$ cat src/rtl/mem_port_arbiter_pkg.sv
// rtl/mem_port_arbiter_pkg.sv - shared types and reset constants for mem_port_arbiter
// MEM_ARB_ROUND_ROBIN_EN adds the round-robin pointer reset constant.
package mem_arb_types;

  typedef enum logic [1:0] {
    IDLE = 2'd0,
    INST = 2'd1,
    DATA = 2'd2
  } arb_state_t;

  typedef enum logic {
    GRANT_INST = 1'b0,
    GRANT_DATA = 1'b1
  } arb_grant_t;

  localparam arb_state_t STATE_RST = IDLE;

`ifdef MEM_ARB_ROUND_ROBIN_EN
  // The pointer names the port that wins the next contested grant.
  localparam arb_grant_t RR_PTR_RST = GRANT_DATA;
`endif

endpackage

$ cat src/rtl/mem_port_arbiter_if.sv
// rtl/mem_port_arbiter_if.sv - CPU instruction/data ports and shared memory port bundle
interface mem_port_arbiter_if #(
  parameter int ADDR_W = 32,
  parameter int DATA_W = 32
);
  logic                  inst_read;
  logic [ADDR_W-1:0]     inst_addr;
  logic                  inst_resp;
  logic [DATA_W-1:0]     inst_rdata;
  logic                  data_read;
  logic                  data_write;
  logic [DATA_W/8-1:0]   data_mbe;
  logic [ADDR_W-1:0]     data_addr;
  logic [DATA_W-1:0]     data_wdata;
  logic                  data_resp;
  logic [DATA_W-1:0]     data_rdata;
  logic                  mem_read;
  logic                  mem_write;
  logic [ADDR_W-1:0]     mem_addr;
  logic [DATA_W-1:0]     mem_wdata;
  logic [DATA_W/8-1:0]   mem_mbe;
  logic                  mem_resp;
  logic [DATA_W-1:0]     mem_rdata;

  modport slave (
    input  inst_read, inst_addr, data_read, data_write, data_mbe, data_addr, data_wdata,
    input  mem_resp, mem_rdata,
    output inst_resp, inst_rdata, data_resp, data_rdata,
    output mem_read, mem_write, mem_addr, mem_wdata, mem_mbe
  );

  modport master (
    output inst_read, inst_addr, data_read, data_write, data_mbe, data_addr, data_wdata,
    output mem_resp, mem_rdata,
    input  inst_resp, inst_rdata, data_resp, data_rdata,
    input  mem_read, mem_write, mem_addr, mem_wdata, mem_mbe
  );
endinterface

$ cat src/rtl/mem_port_arbiter_select.sv
// rtl/mem_port_arbiter_select.sv - winner selection between instruction and data ports
// MEM_ARB_ROUND_ROBIN_EN: alternate contested grants; otherwise data has fixed priority.
module arb_select
  import mem_arb_types::*;
(
`ifdef MEM_ARB_ROUND_ROBIN_EN
  input  logic       clk,
  input  logic       rst,
`endif
  input  logic       inst_req,
  input  logic       data_req,
  input  logic       grant_en,
  output logic       grant,
  output arb_grant_t winner
);

  assign grant = grant_en & (inst_req | data_req);

`ifdef MEM_ARB_ROUND_ROBIN_EN
  arb_grant_t ptr_q, ptr_d;

  always_comb begin
    ptr_d = ptr_q;
    if (inst_req && data_req) begin
      winner = ptr_q;
    end else if (data_req) begin
      winner = GRANT_DATA;
    end else begin
      winner = GRANT_INST;
    end
    // Only a contested grant moves the pointer, handing the next tie to the loser.
    if (grant_en && inst_req && data_req) begin
      ptr_d = (ptr_q == GRANT_DATA) ? GRANT_INST : GRANT_DATA;
    end
  end

  always_ff @(posedge clk) begin
    if (rst) begin
      ptr_q <= RR_PTR_RST;
    end else begin
      ptr_q <= ptr_d;
    end
  end
`else
  assign winner = data_req ? GRANT_DATA : GRANT_INST;
`endif

endmodule

$ cat src/rtl/mem_port_arbiter.sv
// rtl/mem_port_arbiter.sv - serialises CPU instruction/data requests onto one memory port
// MEM_ARB_ROUND_ROBIN_EN selects round-robin instead of data-first arbitration.
module mem_port_arbiter
  import mem_arb_types::*;
#(
  parameter int ADDR_W = 32,
  parameter int DATA_W = 32
) (
  input logic               clk,
  input logic               rst,
  mem_port_arbiter_if.slave bus
);

  localparam int MBE_W = DATA_W / 8;

  arb_state_t        state_q, state_d;
  logic              mem_read_q, mem_read_d;
  logic              mem_write_q, mem_write_d;
  logic              abandon_q, abandon_d;
  logic [ADDR_W-1:0] mem_addr_q, mem_addr_d;
  logic [DATA_W-1:0] mem_wdata_q, mem_wdata_d;
  logic [MBE_W-1:0]  mem_mbe_q, mem_mbe_d;
  logic              inst_req, data_req, port_req, grant, resp_ok;
  logic              inst_resp, data_resp;
  arb_grant_t        winner;

  assign inst_req = bus.inst_read;
  assign data_req = bus.data_read | bus.data_write;
  assign port_req = (state_q == DATA) ? data_req : inst_req;

  arb_select u_select (
`ifdef MEM_ARB_ROUND_ROBIN_EN
    .clk      (clk),
    .rst      (rst),
`endif
    .inst_req (inst_req),
    .data_req (data_req),
    .grant_en (state_q == IDLE),
    .grant    (grant),
    .winner   (winner)
  );

  always_comb begin
    state_d     = state_q;
    mem_read_d  = mem_read_q;
    mem_write_d = mem_write_q;
    mem_addr_d  = mem_addr_q;
    mem_wdata_d = mem_wdata_q;
    mem_mbe_d   = mem_mbe_q;
    abandon_d   = abandon_q;
    case (state_q)
      IDLE: begin
        if (grant) begin
          abandon_d = 1'b0;
          if (winner == GRANT_DATA) begin
            state_d     = DATA;
            mem_read_d  = bus.data_read & ~bus.data_write;
            mem_write_d = bus.data_write;
            mem_addr_d  = bus.data_addr;
            mem_wdata_d = bus.data_wdata;
            mem_mbe_d   = bus.data_mbe;
          end else begin
            state_d     = INST;
            mem_read_d  = 1'b1;
            mem_write_d = 1'b0;
            mem_addr_d  = bus.inst_addr;
            mem_wdata_d = '0;
            mem_mbe_d   = '0;
          end
        end
      end
      INST, DATA: begin
        // Once the port lets go, the eventual memory response belongs to nobody.
        if (!port_req) begin
          abandon_d = 1'b1;
        end
        if (bus.mem_resp) begin
          state_d     = IDLE;
          mem_read_d  = 1'b0;
          mem_write_d = 1'b0;
          mem_addr_d  = '0;
          mem_wdata_d = '0;
          mem_mbe_d   = '0;
          abandon_d   = 1'b0;
        end
      end
      default: begin
        state_d = IDLE;
      end
    endcase
  end

  always_ff @(posedge clk) begin
    if (rst) begin
      state_q     <= STATE_RST;
      mem_read_q  <= 1'b0;
      mem_write_q <= 1'b0;
      mem_addr_q  <= '0;
      mem_wdata_q <= '0;
      mem_mbe_q   <= '0;
      abandon_q   <= 1'b0;
    end else begin
      state_q     <= state_d;
      mem_read_q  <= mem_read_d;
      mem_write_q <= mem_write_d;
      mem_addr_q  <= mem_addr_d;
      mem_wdata_q <= mem_wdata_d;
      mem_mbe_q   <= mem_mbe_d;
      abandon_q   <= abandon_d;
    end
  end

  assign resp_ok   = bus.mem_resp & port_req & ~abandon_q & ~rst;
  assign inst_resp = resp_ok & (state_q == INST);
  assign data_resp = resp_ok & (state_q == DATA);

  assign bus.inst_resp  = inst_resp;
  assign bus.data_resp  = data_resp;
  assign bus.inst_rdata = inst_resp ? bus.mem_rdata : '0;
  assign bus.data_rdata = data_resp ? bus.mem_rdata : '0;
  assign bus.mem_read   = mem_read_q;
  assign bus.mem_write  = mem_write_q;
  assign bus.mem_addr   = mem_addr_q;
  assign bus.mem_wdata  = mem_wdata_q;
  assign bus.mem_mbe    = mem_mbe_q;

endmodule

$ cat src/flat_wrapper.sv
// flat-port wrapper written by rule: the top's interface ports become plain ports
module mem_port_arbiter_flat import mem_arb_types::*;
#(
  parameter int ADDR_W = 32,
  parameter int DATA_W = 32
)
  (clk, rst, bus_inst_read, bus_inst_addr, bus_data_read, bus_data_write, bus_data_mbe, bus_data_addr, bus_data_wdata, bus_mem_resp, bus_mem_rdata, bus_inst_resp, bus_inst_rdata, bus_data_resp, bus_data_rdata, bus_mem_read, bus_mem_write, bus_mem_addr, bus_mem_wdata, bus_mem_mbe);
  mem_port_arbiter_if #(.ADDR_W(ADDR_W), .DATA_W(DATA_W)) bus_i ();
  input logic clk;
  input logic rst;
  input wire logic [$bits(bus_i.inst_read)-1:0] bus_inst_read;
  input wire logic [$bits(bus_i.inst_addr)-1:0] bus_inst_addr;
  input wire logic [$bits(bus_i.data_read)-1:0] bus_data_read;
  input wire logic [$bits(bus_i.data_write)-1:0] bus_data_write;
  input wire logic [$bits(bus_i.data_mbe)-1:0] bus_data_mbe;
  input wire logic [$bits(bus_i.data_addr)-1:0] bus_data_addr;
  input wire logic [$bits(bus_i.data_wdata)-1:0] bus_data_wdata;
  input wire logic [$bits(bus_i.mem_resp)-1:0] bus_mem_resp;
  input wire logic [$bits(bus_i.mem_rdata)-1:0] bus_mem_rdata;
  output wire logic [$bits(bus_i.inst_resp)-1:0] bus_inst_resp;
  output wire logic [$bits(bus_i.inst_rdata)-1:0] bus_inst_rdata;
  output wire logic [$bits(bus_i.data_resp)-1:0] bus_data_resp;
  output wire logic [$bits(bus_i.data_rdata)-1:0] bus_data_rdata;
  output wire logic [$bits(bus_i.mem_read)-1:0] bus_mem_read;
  output wire logic [$bits(bus_i.mem_write)-1:0] bus_mem_write;
  output wire logic [$bits(bus_i.mem_addr)-1:0] bus_mem_addr;
  output wire logic [$bits(bus_i.mem_wdata)-1:0] bus_mem_wdata;
  output wire logic [$bits(bus_i.mem_mbe)-1:0] bus_mem_mbe;
  assign bus_i.inst_read = bus_inst_read;
  assign bus_i.inst_addr = bus_inst_addr;
  assign bus_i.data_read = bus_data_read;
  assign bus_i.data_write = bus_data_write;
  assign bus_i.data_mbe = bus_data_mbe;
  assign bus_i.data_addr = bus_data_addr;
  assign bus_i.data_wdata = bus_data_wdata;
  assign bus_i.mem_resp = bus_mem_resp;
  assign bus_i.mem_rdata = bus_mem_rdata;
  assign bus_inst_resp = bus_i.inst_resp;
  assign bus_inst_rdata = bus_i.inst_rdata;
  assign bus_data_resp = bus_i.data_resp;
  assign bus_data_rdata = bus_i.data_rdata;
  assign bus_mem_read = bus_i.mem_read;
  assign bus_mem_write = bus_i.mem_write;
  assign bus_mem_addr = bus_i.mem_addr;
  assign bus_mem_wdata = bus_i.mem_wdata;
  assign bus_mem_mbe = bus_i.mem_mbe;
  mem_port_arbiter #(.ADDR_W(ADDR_W), .DATA_W(DATA_W)) u_core (.clk(clk), .rst(rst), .bus(bus_i));
endmodule
$ cat config.mk
export PLATFORM = sky130hd
export DESIGN_NAME = mem_port_arbiter_flat
export DESIGN_NICKNAME = d
export VERILOG_FILES = /design/src/rtl/mem_port_arbiter_pkg.sv /design/src/rtl/mem_port_arbiter_if.sv /design/src/rtl/mem_port_arbiter_select.sv /design/src/rtl/mem_port_arbiter.sv /design/src/flat_wrapper.sv
export SDC_FILE = /design/constraint.sdc
export NUM_CORES = 1
export LEC_CHECK = 0
export ABC_AREA = 1
export BUFFER_PORTS_ARGS = -buffer_cell sky130_fd_sc_hd__buf_2
export CELL_PAD_IN_SITES_DETAIL_PLACEMENT = 1
export CELL_PAD_IN_SITES_GLOBAL_PLACEMENT = 1
export CORE_ASPECT_RATIO = 1.75
export CORE_MARGIN = 2
export CORE_UTILIZATION = 29
export CTS_CLUSTER_DIAMETER = 100
export DETAILED_ROUTE_END_ITERATION = 7
export PLACE_DENSITY_LB_ADDON = 0.1
export RECOVER_POWER = 25
export SETUP_SLACK_MARGIN = 0.05
export SLEW_MARGIN = 20
export SYNTH_ARGS = -nofsm -noshare
export SYNTH_HDL_FRONTEND = slang
export SYNTH_HIERARCHICAL = 1
export SYNTH_SLANG_ARGS = --single-unit
$ cat constraint.sdc
create_clock -name clk -period 4.4 [get_ports clk]
set_clock_uncertainty 0.2 [all_clocks]
set_input_delay 0.22 -clock clk [delete_from_list [all_inputs] [get_ports clk]]
set_output_delay 0.22 -clock clk [all_outputs]
set_load 0.02 [all_outputs]
==> summary.txt <==
Setup path
  • Kind of launch point of the worst setup path: register
  • Arrival time at the worst endpoint: 3.05 ns
  • Required time reported for the critical path endpoint: 4.47 ns
  • Maximum fanout along the worst path: 24
  • Flop2flop setup slack: 1.42 ns
  • Worst setup path category: register to register
  • CP Capture Type: register

Timing
  • Setup total negative slack: 0 ns
  • Worst relative slew slack: 0.315
  • WHS: 0.00649 ns
  • Number of failing setup endpoints in the final timing report: 0
  • Transition at the pin with the smallest max-transition slack: 1.03 ns
  • Count of final max-slew check failures: 0
  • Final period util: 0.677
  • Final min period: 2.98 ns
  • Final Hold Viols: 0
  • Fmax: 0.336 GHz
  • Unrepaired setup endpoints after global routing: no

CTS
  • Clock tree from TritonCTS: yes
  • Insertion delay to the later sink of the worst-skew pair: 0.32 ns
  • Number of H-tree levels: 3
  • CTS Buffer Depth: 2
  • Clock Root Buffer: clkbuf_16
  • Number of buffers added by the clock tree synthesis step: 9
  • Clock sink count: 73
  • CTS clk-pin slew, worst paths: 0.06 ns
  • Buffers inserted during post-CTS setup optimization: 0
  • Gates resized, CTS repair: 0

Drt
  • Count of vias placed by the detailed router: 5,087
  • Antenna Nets Post-Route: 0
  • Number of design rule violations left after detail routing: 0
  • Total wirelength of the detailed-routed design: 16.2 mm
  • Detailed-routing iteration count for the pre-antenna-repair pass: 4
  • Average wire length per cell after detail routing: 14.9 microns
  • Starting DRC count in detailed routing: 115
  • Average via count per standard cell: 4.68

Die
  • Chip Height: 160 microns
  • Initial core utilization: 0.298
  • Core box area: 13,500 sq um
  • Std cell rows: 56
  • Die area: 14,800 sq um
  • Horiz. Die Dim: 92.9 microns
  • Top-level port count: 274

Logic synthesis
  • Post-synth design cell area: 4010 sq um
  • Average instance area after synthesis: 6.22 sq um
  • Synthesized flop and latch total: 73
  • Register area share after synthesis: 0.365
  • Synth Net Count: 785
  • Number of enable flip-flop cells after synthesis: 0
  • Number of warnings printed during yosys synthesis: 6
  • Cell type with the largest total area after synthesis: dfxtp_1
  • Dominant synthesized flop cell: dfxtp_1
  • List of most frequent post-synthesis cells: nor2_1, nand2_1, nand3_1
  • Area fraction of the dominant cell type after synthesis: 0.365
  • Synth cell types: 18
  • Async set or reset register ratio after synthesis: 0
  • Dominant cell by count in the synthesized netlist: nor2_1
  • Cell types with the largest area share after synthesis: dfxtp_1, nor2_1, nand3_1
  • Number of cells produced by synthesis: 644

Place
  • Placer Congestion: 0.771
  • DP Wirelength: 11.7 mm
  • Number of buffer cells added on primary ports: 273

Finish
  • Layout cells sized above 1: 0.301
  • Net count reported at finish: 1,047
  • Signed area change from the synthesized netlist to the final layout: 49.0%
  • Fillers: 1,875

GRT
  • Number of global-route vias before repair: 5,296
  • Global-route wire length before repair: 26.0 mm
  • All-layer global routing usage: 0.216
  • Maximum number of pins on one net before global-route repair: 74
  • Global route overflow: 0
  • Number of antenna violations at the first check in global routing: 1

Power
  • Total power of the final layout: 4.71 mW
  • Max rail drop VDD: 0.591 mV
  • Reported leakage power: 3.37 nW
  • Power per unit of standard cell area: 788 nW/um^2

Min path
  • Class of the most critical hold timing path: input port to register

Status
  • Run status: complete, no violations

Job
  • Max capacitance violation total: 0
==> layout make-up <==
| class | count | area (sq um) | area share |
|---|---|---|---|
| clock inverter | 5 | 150 | 0.0251 |
| clock buffer | 11 | 243 | 0.0406 |
| multi-input combinational | 457 | 2100 | 0.351 |
| timing repair buffer | 300 | 1560 | 0.261 |
| sequential | 73 | 1460 | 0.245 |
| inverter | 65 | 244 | 0.0408 |
| antenna | 1 | 2.50 | 0.000419 |
| tap | 174 | 218 | 0.0364 |
==> final timing paths <==
kind | startpoint | to | cells past startpoint
max | u_core/state_q[0] | u_core/bus.mem_addr[18] | 7
min | bus_inst_addr[30] | u_core/bus.mem_addr[30] | 4
max reg2reg | u_core/state_q[0] | u_core/bus.mem_addr[18] | 7
min reg2reg | u_core/bus.mem_wdata[26] | u_core/bus.mem_wdata[26] | 2
==> sequential cells by signal (all words and copies together), names as in the netlist <==
register and flops:
u_core/bus.mem_wdata 32, u_core/bus.mem_addr 32, u_core/abandon_q 1, u_core/bus.mem_mbe 4, u_core/state_q 2, u_core/bus.mem_write 1
u_core/bus.mem_read 1
==> routing by layer <==
metal / track usage / part of all wire / vias up
met5: 0 / 0 / -
met3: 0.0502 / 0.074 / 18
li1: - / - / 2522
met1: 0.212 / 0.36 / 2361
met4: 0.0689 / 0.020 / 0
met2: 0.428 / 0.54 / 186
==> power by group <==
part           internal [mW]  switching (mW)
Sequential             0.987           0.168
Combinational          0.769            1.82
Clock                  0.685           0.282
Total                   2.44            2.27
==> cell usage in the layout, fill, tap and decap left out, types with 2 or more instances in the layout <==
cell,instances
clkbuf_1,53
buf_4,5
or2_2,25
nand2_2,3
nand2_1,111
clkbuf_16,9
bufinv_16,5
nor2_1,155
buf_2,221
ha_1,3
nand4_1,10
inv_1,62
dlygate4sd3_1,22
o21ai_0,9
dfxtp_1,73
nand3_1,95
a21oi_1,19
o21a_1,24
inv_2,2
==> what timing repair did <==
action                                 CTS  global route
hold buffers                            22             0
setup endpoints to repair                0             0
endpoints found under the hold margin   20             0
==> metrics by stage <==
| step | util | cells | worst slack, ns | cell area [sq um] |
|---|---|---|---|---|
| finish | 0.444 | 1086 | 1.42 | 5970 |
| global placement | 0.403 | 1047 | 1.74 | 5420 |
| detailed placement | 0.403 | 1047 | 1.57 | 5420 |
| floorplan | - | 644 | 2.45 | 4010 |
| CTS | 0.449 | 1085 | 1.42 | 6040 |
| global route | 0.444 | 1086 | 1.19 | 5970 |
==> kinds of logic (layout without fill, tap and decap cells) <==
family	count (synthesis)	after routing	synth area share
other cells	0	1	0
flops	73	73	0.365
buf+inv	114	381	0.115
compound gates	52	52	0.0799
fa+ha+maj	3	3	0.00936
simple gates	402	402	0.431
==> worst max-delay path: stages, from the launching register on <==
cell	delay [ns]
dfxtp_1	0.36
inv_1	0.07
ha_1	0.50
nor2_2	0.83
o21a_1	0.23
nand3_1	0.07
dlygate4sd3_1	0.60
nand2_1	0.05
Note: power is estimated with default switching activity, not from simulation.
